--- src/rtl/retire_trace_pkg.sv ---
// Shared types and defaults for the retirement trace monitor.
// The record layout is fixed at 32-bit PC/data and 16-bit sequence numbers.
package retire_trace_pkg;

  localparam int REC_XLEN = 32;
  localparam int REC_SEQW = 16;

  localparam logic [31:0] HALT_INSTR_DEFAULT = 32'h0000000c;
  localparam logic [31:0] HALT_V0_DEFAULT    = 32'h0000000a;

  typedef enum logic [1:0] {
    RUN   = 2'd0,
    DRAIN = 2'd1,
    DONE  = 2'd2
  } state_t;

  typedef struct packed {
    logic [REC_XLEN-1:0] pc;
    logic [REC_XLEN-1:0] instr;
    logic                wen;
    logic [4:0]          rd;
    logic [REC_XLEN-1:0] wdata;
    logic [REC_SEQW-1:0] seq;
  } retire_rec_t;

endpackage

--- src/rtl/retire_trace_buffer_fifo.sv ---
// In-order record FIFO: up to LANES pushes and one pop per cycle.
// The caller guarantees pushes never exceed free space plus the same-cycle pop.
module trace_fifo
  import retire_trace_pkg::*;
#(
  parameter int DEPTH = 16,
  parameter int LANES = 1
) (
  input  logic                          clk,
  input  logic                          reset,
  input  logic [$clog2(LANES+1)-1:0]    push_cnt,
  input  retire_rec_t [LANES-1:0]       push_data,
  input  logic                          pop,
  output retire_rec_t                   head,
  output logic [$clog2(DEPTH):0]        level,
  output logic [$clog2(DEPTH):0]        free
);

  localparam int AW = $clog2(DEPTH);
  localparam int LW = AW + 1;

  retire_rec_t       mem_q [DEPTH];
  retire_rec_t       mem_d [DEPTH];
  logic [AW-1:0]     wr_q, wr_d;
  logic [AW-1:0]     rd_q, rd_d;
  logic [AW-1:0]     idx;
  logic [LW-1:0]     level_q, level_d;

  // Lane i lands at wr+i; pointers wrap naturally since DEPTH is a power of two.
  always_comb begin
    mem_d = mem_q;
    idx   = '0;
    for (int i = 0; i < LANES; i++) begin
      if (i < int'(push_cnt)) begin
        idx        = wr_q + AW'(i);
        mem_d[idx] = push_data[i];
      end
    end
    wr_d    = wr_q + AW'(push_cnt);
    rd_d    = rd_q + AW'(pop);
    level_d = level_q + LW'(push_cnt) - LW'(pop);
  end

  always_ff @(posedge clk or posedge reset) begin
    if (reset) begin
      for (int i = 0; i < DEPTH; i++) begin
        mem_q[i] <= '0;
      end
      wr_q    <= '0;
      rd_q    <= '0;
      level_q <= '0;
    end else begin
      mem_q   <= mem_d;
      wr_q    <= wr_d;
      rd_q    <= rd_d;
      level_q <= level_d;
    end
  end

  assign head  = mem_q[rd_q];
  assign level = level_q;
  assign free  = LW'(DEPTH) - level_q;

endmodule

--- src/rtl/retire_trace_buffer.sv ---
// Retirement monitor: filters WB retires, queues them with sequence numbers,
// detects the end-of-test syscall and runs a retirement watchdog.
module retire_trace_buffer
  import retire_trace_pkg::*;
#(
  parameter int              XLEN       = REC_XLEN,
  parameter int              DEPTH      = 16,
  parameter int              LANES      = 1,
  parameter int              SEQW       = REC_SEQW,
  parameter int              TIMEOUT    = 1024,
  parameter logic [XLEN-1:0] HALT_INSTR = HALT_INSTR_DEFAULT,
  parameter logic [XLEN-1:0] HALT_V0    = HALT_V0_DEFAULT
) (
  input  logic                    clk,
  input  logic                    reset,
  input  logic [LANES-1:0]        ret_valid,
  input  logic [LANES*XLEN-1:0]   ret_pc,
  input  logic [LANES*XLEN-1:0]   ret_instr,
  input  logic [LANES-1:0]        ret_wen,
  input  logic [LANES*5-1:0]      ret_rd,
  input  logic [LANES*XLEN-1:0]   ret_wdata,
  input  logic [XLEN-1:0]         halt_v0,
  output logic                    out_valid,
  input  logic                    out_ready,
  output logic [XLEN-1:0]         out_pc,
  output logic [XLEN-1:0]         out_instr,
  output logic [XLEN-1:0]         out_wdata,
  output logic [4:0]              out_rd,
  output logic                    out_wen,
  output logic [SEQW-1:0]         out_seq,
  output logic [$clog2(DEPTH):0]  level,
  output logic [31:0]             retired_count,
  output logic                    overflow,
  output logic                    timeout,
  output logic                    done
);

  localparam int LW  = $clog2(DEPTH) + 1;
  localparam int PCW = $clog2(LANES + 1);
  localparam int WDW = (TIMEOUT < 2) ? 1 : $clog2(TIMEOUT + 1);
  localparam logic [WDW-1:0] WD_MAX = WDW'(TIMEOUT);

  state_t                  state_q, state_d;
  logic [SEQW-1:0]         seq_q, seq_d;
  logic [31:0]             count_q, count_d;
  logic [32:0]             count_sum;
  logic                    overflow_q, overflow_d;
  logic                    timeout_q, timeout_d;
  logic [WDW-1:0]          wd_q, wd_d;
  logic                    last_valid_q, last_valid_d;
  logic [XLEN-1:0]         last_pc_q, last_pc_d;
  logic [XLEN-1:0]         last_instr_q, last_instr_d;
  logic [XLEN-1:0]         lane_pc, lane_instr;
  logic [PCW-1:0]          push_cnt;
  retire_rec_t [LANES-1:0] push_data;
  retire_rec_t             head;
  logic [LW-1:0]           free, room;
  logic                    pop, halt_hit;
  int                      n;

  assign pop  = out_valid & out_ready;
  assign room = free + LW'(pop);

  // last_*_d doubles as the running "previous record" so lane 1 is judged against lane 0.
  always_comb begin
    state_d      = state_q;
    overflow_d   = overflow_q;
    timeout_d    = timeout_q;
    wd_d         = wd_q;
    last_valid_d = last_valid_q;
    last_pc_d    = last_pc_q;
    last_instr_d = last_instr_q;
    lane_pc      = '0;
    lane_instr   = '0;
    push_data    = '0;
    halt_hit     = 1'b0;
    n            = 0;
    for (int l = 0; l < LANES; l++) begin
      lane_pc    = ret_pc[l*XLEN +: XLEN];
      lane_instr = ret_instr[l*XLEN +: XLEN];
      if (state_q == RUN && !halt_hit && ret_valid[l] && lane_instr != '0 &&
          !(last_valid_d && lane_pc == last_pc_d && lane_instr == last_instr_d)) begin
        last_valid_d = 1'b1;
        last_pc_d    = lane_pc;
        last_instr_d = lane_instr;
        if (n < int'(room)) begin
          push_data[n].pc    = lane_pc;
          push_data[n].instr = lane_instr;
          push_data[n].wen   = ret_wen[l];
          push_data[n].rd    = ret_rd[l*5 +: 5];
          push_data[n].wdata = ret_wdata[l*XLEN +: XLEN];
          push_data[n].seq   = seq_q + SEQW'(n);
          n = n + 1;
          if (lane_instr == HALT_INSTR && halt_v0 == HALT_V0) begin
            halt_hit = 1'b1;
          end
        end else begin
          overflow_d = 1'b1;
        end
      end
    end
    push_cnt  = PCW'(n);
    seq_d     = seq_q + SEQW'(n);
    count_sum = {1'b0, count_q} + 33'(push_cnt);
    count_d   = count_sum[32] ? '1 : count_sum[31:0];

    case (state_q)
      RUN:     if (halt_hit) state_d = DRAIN;
      DRAIN:   if (level == '0) state_d = DONE;
      DONE:    state_d = DONE;
      default: state_d = RUN;
    endcase

    if (TIMEOUT != 0 && state_q == RUN) begin
      if (push_cnt != '0) begin
        wd_d = '0;
      end else if (wd_q != WD_MAX) begin
        wd_d = wd_q + 1'b1;
      end
      if (wd_d == WD_MAX) begin
        timeout_d = 1'b1;
      end
    end
  end

  always_ff @(posedge clk or posedge reset) begin
    if (reset) begin
      state_q      <= RUN;
      seq_q        <= '0;
      count_q      <= '0;
      overflow_q   <= 1'b0;
      timeout_q    <= 1'b0;
      wd_q         <= '0;
      last_valid_q <= 1'b0;
      last_pc_q    <= '0;
      last_instr_q <= '0;
    end else begin
      state_q      <= state_d;
      seq_q        <= seq_d;
      count_q      <= count_d;
      overflow_q   <= overflow_d;
      timeout_q    <= timeout_d;
      wd_q         <= wd_d;
      last_valid_q <= last_valid_d;
      last_pc_q    <= last_pc_d;
      last_instr_q <= last_instr_d;
    end
  end

  trace_fifo #(
    .DEPTH (DEPTH),
    .LANES (LANES)
  ) u_fifo (
    .clk       (clk),
    .reset     (reset),
    .push_cnt  (push_cnt),
    .push_data (push_data),
    .pop       (pop),
    .head      (head),
    .level     (level),
    .free      (free)
  );

  assign out_valid     = (level != '0);
  assign out_pc        = head.pc;
  assign out_instr     = head.instr;
  assign out_wdata     = head.wdata;
  assign out_rd        = head.rd;
  assign out_wen       = head.wen;
  assign out_seq       = head.seq;
  assign retired_count = count_q;
  assign overflow      = overflow_q;
  assign timeout       = timeout_q;
  assign done          = (state_q == DONE);

endmodule

--- config.mk ---
export PLATFORM = sky130hd
export DESIGN_NAME = retire_trace_buffer
export DESIGN_NICKNAME = d
export VERILOG_FILES = /design/src/rtl/retire_trace_pkg.sv /design/src/rtl/retire_trace_buffer_fifo.sv /design/src/rtl/retire_trace_buffer.sv
export SDC_FILE = /design/constraint.sdc
export NUM_CORES = 2
export LEC_CHECK = 0
export CORE_MARGIN = 2
export CORE_UTILIZATION = 47
export CTS_CLUSTER_DIAMETER = 50
export DETAILED_ROUTE_END_ITERATION = 12
export GPL_ROUTABILITY_DRIVEN = 0
export HOLD_SLACK_MARGIN = 0.06
export PLACE_DENSITY = 0.68
export SLEW_MARGIN = 10
export SYNTH_ARGS = -nofsm -noshare
export SYNTH_HDL_FRONTEND = slang
export SYNTH_HIERARCHICAL = 1
export SYNTH_SLANG_ARGS = --single-unit
--- constraint.sdc ---
create_clock -name clk -period 59.9 [get_ports clk]
set_clock_uncertainty 0.2 [all_clocks]
set_input_delay 5.99 -clock clk [delete_from_list [all_inputs] [get_ports clk]]
set_output_delay 5.99 -clock clk [all_outputs]
set_load 0.02 [all_outputs]
==> out/qor.txt <==
Run status -> finished clean
R2R Path Start -> u_fifo/level[0]
Finish-stage setup viols -> 0
Hold Path Cell Cnt -> 1
Slowest library cell on the worst path -> dfrtp_4
Grt ovf -> 0
Post_cts resized -> 0
Syn Nets -> 6234
Commonest cells post-synth -> dfrtp_1 (2029), mux2_2 (1907), mux4_2 (458), clkbuf_1 (262), buf_2 (240)
Crit path cell chain -> buf_4 > buf_4 > buf_4 > mux4_2 > nor2b_1 > a211oi_1 > a21oi_1 > clkdlybuf4s50_1
Critical path required time -> 53.71 ns
Reg2reg end -> u_fifo/mem_q[362]
Top cells by area, synth -> dfrtp_1 (55%), mux2_2 (23%), mux4_2 (11%)
Antenna viol nets, final -> 0
Critical path launch point type -> register
Main synth FF type -> dfrtp_1
Drt drc -> 0
Critical path buffers and inverters -> 4
Placed Instances -> 8563
P_int -> 3.71 mW
Sequential Power Share -> 0.383
Setup_tns -> 0 ns
Via Count -> 53137
IO Port Bufs -> 296
TritonCTS buffer count -> 219
Die W -> 449 um
Post-Synth XOR/XNOR Area -> 0.00950
Num rows -> 163
Tcrit/Tclk final -> 0.213
Nets -> 6307
Adder-cell area share of the yosys netlist -> 0.00344
Final-layout fill cell count -> 16077
First DRT Iteration DRCs -> 3772
Share of the synthesized area in the top cell type -> 0.546
CP max stage delay -> 1.03 ns
Max frequency -> 78.6 MHz
Cells after synthesis -> 6071
Finished Layout Cells -> 8974
Placed cell areas -> 97800 um2
Layout cells sized above 1 -> 0.451
Min Hold Slack -> 0.265 ns
Clock latency at the later pin of the worst-skew pair -> 0.86 ns
Relative slew slack -> 0.225
Max-cap violations -> 0
Post-route cell area -> 105000 um2
Crit end category -> primary output
Max Slew Vio Count -> 0
Clk sinks -> 2029
Final Hold Vio Count -> 0
EDFF count, synth -> 0
Syn_area_per_cell -> 15.3 um2
Switch share -> 0.325
Total GRT Usage -> 0.234
Worst vdd ir -> 0.0423 mV
Core area -> 197000 um2
Register area share after synthesis -> 0.546
Post-CTS Hold Fix Bufs -> 0
Synthesized area -> 93100 um2
CP max FO -> 71
Main combinational cell family by area after synthesis -> multiplexers
Worst path arrival time -> 6.54 ns
Unrepaired setup endpoints after global routing -> no
Simple-gate share of the synthesized area -> 0.0296
Synth area leader -> dfrtp_1
Initial Util -> 0.472
Via density -> 5.92
Root Driver -> clkbuf_16
Die area -> 202000 um2
Complex-gate fraction of the synthesized area -> 0.0223
Die Y-Extent -> 449 um
P_sw -> 1.78 mW
Worst Hold Class -> register to register
Antenna violations before repair -> 15
Crit path max-delay family -> buffers and inverters
Wire length per cell -> 26.3 um
Clk pwr share -> 0.254
IO Pins -> 297
Tightest Pin Transition -> 1.16 ns
Distinct cells, synth -> 65
First-pass GRT wire length -> 362000 um
Final min period -> 12.73 ns
Most Frequent Cell on Critical Path -> buf_4
DRT Wirelength -> 236000 um
Comb power frac -> 0.363
Vias in the first global route -> 56988
CTS tree -> yes
Reg2reg path depth -> 15
Power density cells -> 52.1 nW/um2
Clock tree buffer depth -> 3
Top-count cell post-synth -> dfrtp_1
Hold Path Sink -> last_valid_q
Hold path startpoint -> last_valid_q
H-tree lvl count -> 4
Post-CTS setup buffer count -> 0
Area growth syn-to-layout -> 13.3%
#FFs+latches synth -> 2029
Hpwl dp -> 133000 um
R2r setup slk -> 52.97 ns
Worst-path clk slew -> 0.06 ns
Ys async rst share -> 1.00
Lkg Pwr -> 48.3 nW
Drt first pass iters -> 5
Yosys warns -> 6
Crit Path Class -> register to primary output
Largest net degree at the start of global routing -> 196
Post-synthesis mux area share -> 0.362
==> worst reg2reg max path, delay by kind of cell (launching register included) <==
family | cells | cell delay [ns]
AO/OA/AOI/OAI | 1 | 0.09
adder cells (fa/ha/maj) | 2 | 0.43
buffers and inverters | 3 | 2.07
flip-flops | 1 | 0.45
multiplexers | 1 | 0.44
AND/OR/NAND/NOR | 8 | 3.13
==> sequential cells by signal, indices dropped and copies added (netlist names), 4 cells and up <==
register	count
wd_q	11
u_fifo/mem_q	1888
u_fifo/wr_q	4
u_fifo/level	5
u_fifo/rd_q	4
last_pc_q	32
last_instr_q	32
retired_count	32
seq_q	16
==> cell type report <==
cell class	count	area [um2]	share of cell area
Antenna cell	11	27.5	0.000261
Clock buffer	319	6370	0.0604
Clock inverter	81	1190	0.0113
Inverter	33	136	0.00129
Multi-Input combinational cell	3468	39800	0.378
Sequential cell	2029	50800	0.482
Tap cell	2640	3300	0.0313
Timing Repair Buffer	393	3780	0.0359
==> power groups by stage <==
stage | Combinational, mW | Sequential, mW | Clock, mW
2_1_floorplan | 1.48 | 2.04 | 0
3_3_place_gp | 1.98 | 2.10 | 0
3_5_place_dp | 2.02 | 2.13 | 0
4_1_cts | 2.02 | 2.10 | 1.42
5_1_grt | 2.13 | 2.16 | 1.49
6_report | 1.99 | 2.10 | 1.39
==> cells by family (layout without fill, tap and decap cells) <==
logic type / count (synthesis) / in the layout
compound gates: 314 / 314
fa+ha+maj: 25 / 25
xor+xnor: 101 / 101
other cells: 0 / 11
buf+inv: 574 / 826
simple gates: 478 / 478
flops: 2029 / 2029
mux: 2550 / 2550
==> cell usage in the layout (no fill, tap or decap), types with 19 or more instances in the layout <==
master	synthesis	routed
bufinv_16	0	19
inv_1	32	30
a21oi_1	117	116
nand2_1	75	74
mux4_2	458	458
and3_1	121	121
mux2_1	44	44
clkinv_2	0	29
clkbuf_1	262	50
ha_1	24	24
nor2b_1	114	114
nand3_1	27	27
a211oi_1	108	108
nor2_1	34	34
xor2_1	58	58
dfrtp_1	2029	2025
clkbuf_8	0	49
xnor2_1	43	43
clkbuf_16	0	220
clkdlybuf4s50_1	0	296
buf_4	18	89
mux2i_1	141	141
nor4_1	26	25
mux2_2	1907	1907
==> worst max path at each step <==
| stage | from | end | slack, ns | cells past startpoint |
|---|---|---|---|---|
| after floorplan | reset | u_fifo/level[0] | 0.03 | 1 |
| after global placement | ret_instr[5] | u_fifo/mem_q[412] | 47.28 | 13 |
| after detailed placement | ret_instr[5] | u_fifo/mem_q[359] | 47.20 | 13 |
| after CTS | u_fifo/rd_q[2] | out_instr[15] | 47.03 | 7 |
| after global routing | u_fifo/rd_q[2] | out_instr[31] | 46.91 | 8 |
| final | u_fifo/rd_q[2] | out_instr[25] | 47.17 | 8 |
==> per-layer routing <==
layer,vias to the layer above,wire length [um],global-route usage
li1,22628,-,-
met1,29128,102000,0.313
met2,1027,118000,0.392
met3,350,8830,0.0315
met4,4,8130,0.0858
met5,-,23,0
==> per-stage QoR <==
stage | util | total power [mW] | setup WS [ns]
2_1_floorplan | - | 3.52 | 0.0281
3_3_place_gp | 0.497 | 4.07 | 47.28
3_5_place_dp | 0.497 | 4.14 | 47.20
4_1_cts | 0.535 | 5.55 | 47.03
5_1_grt | 0.535 | 5.78 | 46.91
6_report | 0.535 | 5.49 | 47.17
No activity file was read; power rests on OpenSTA's default activity.
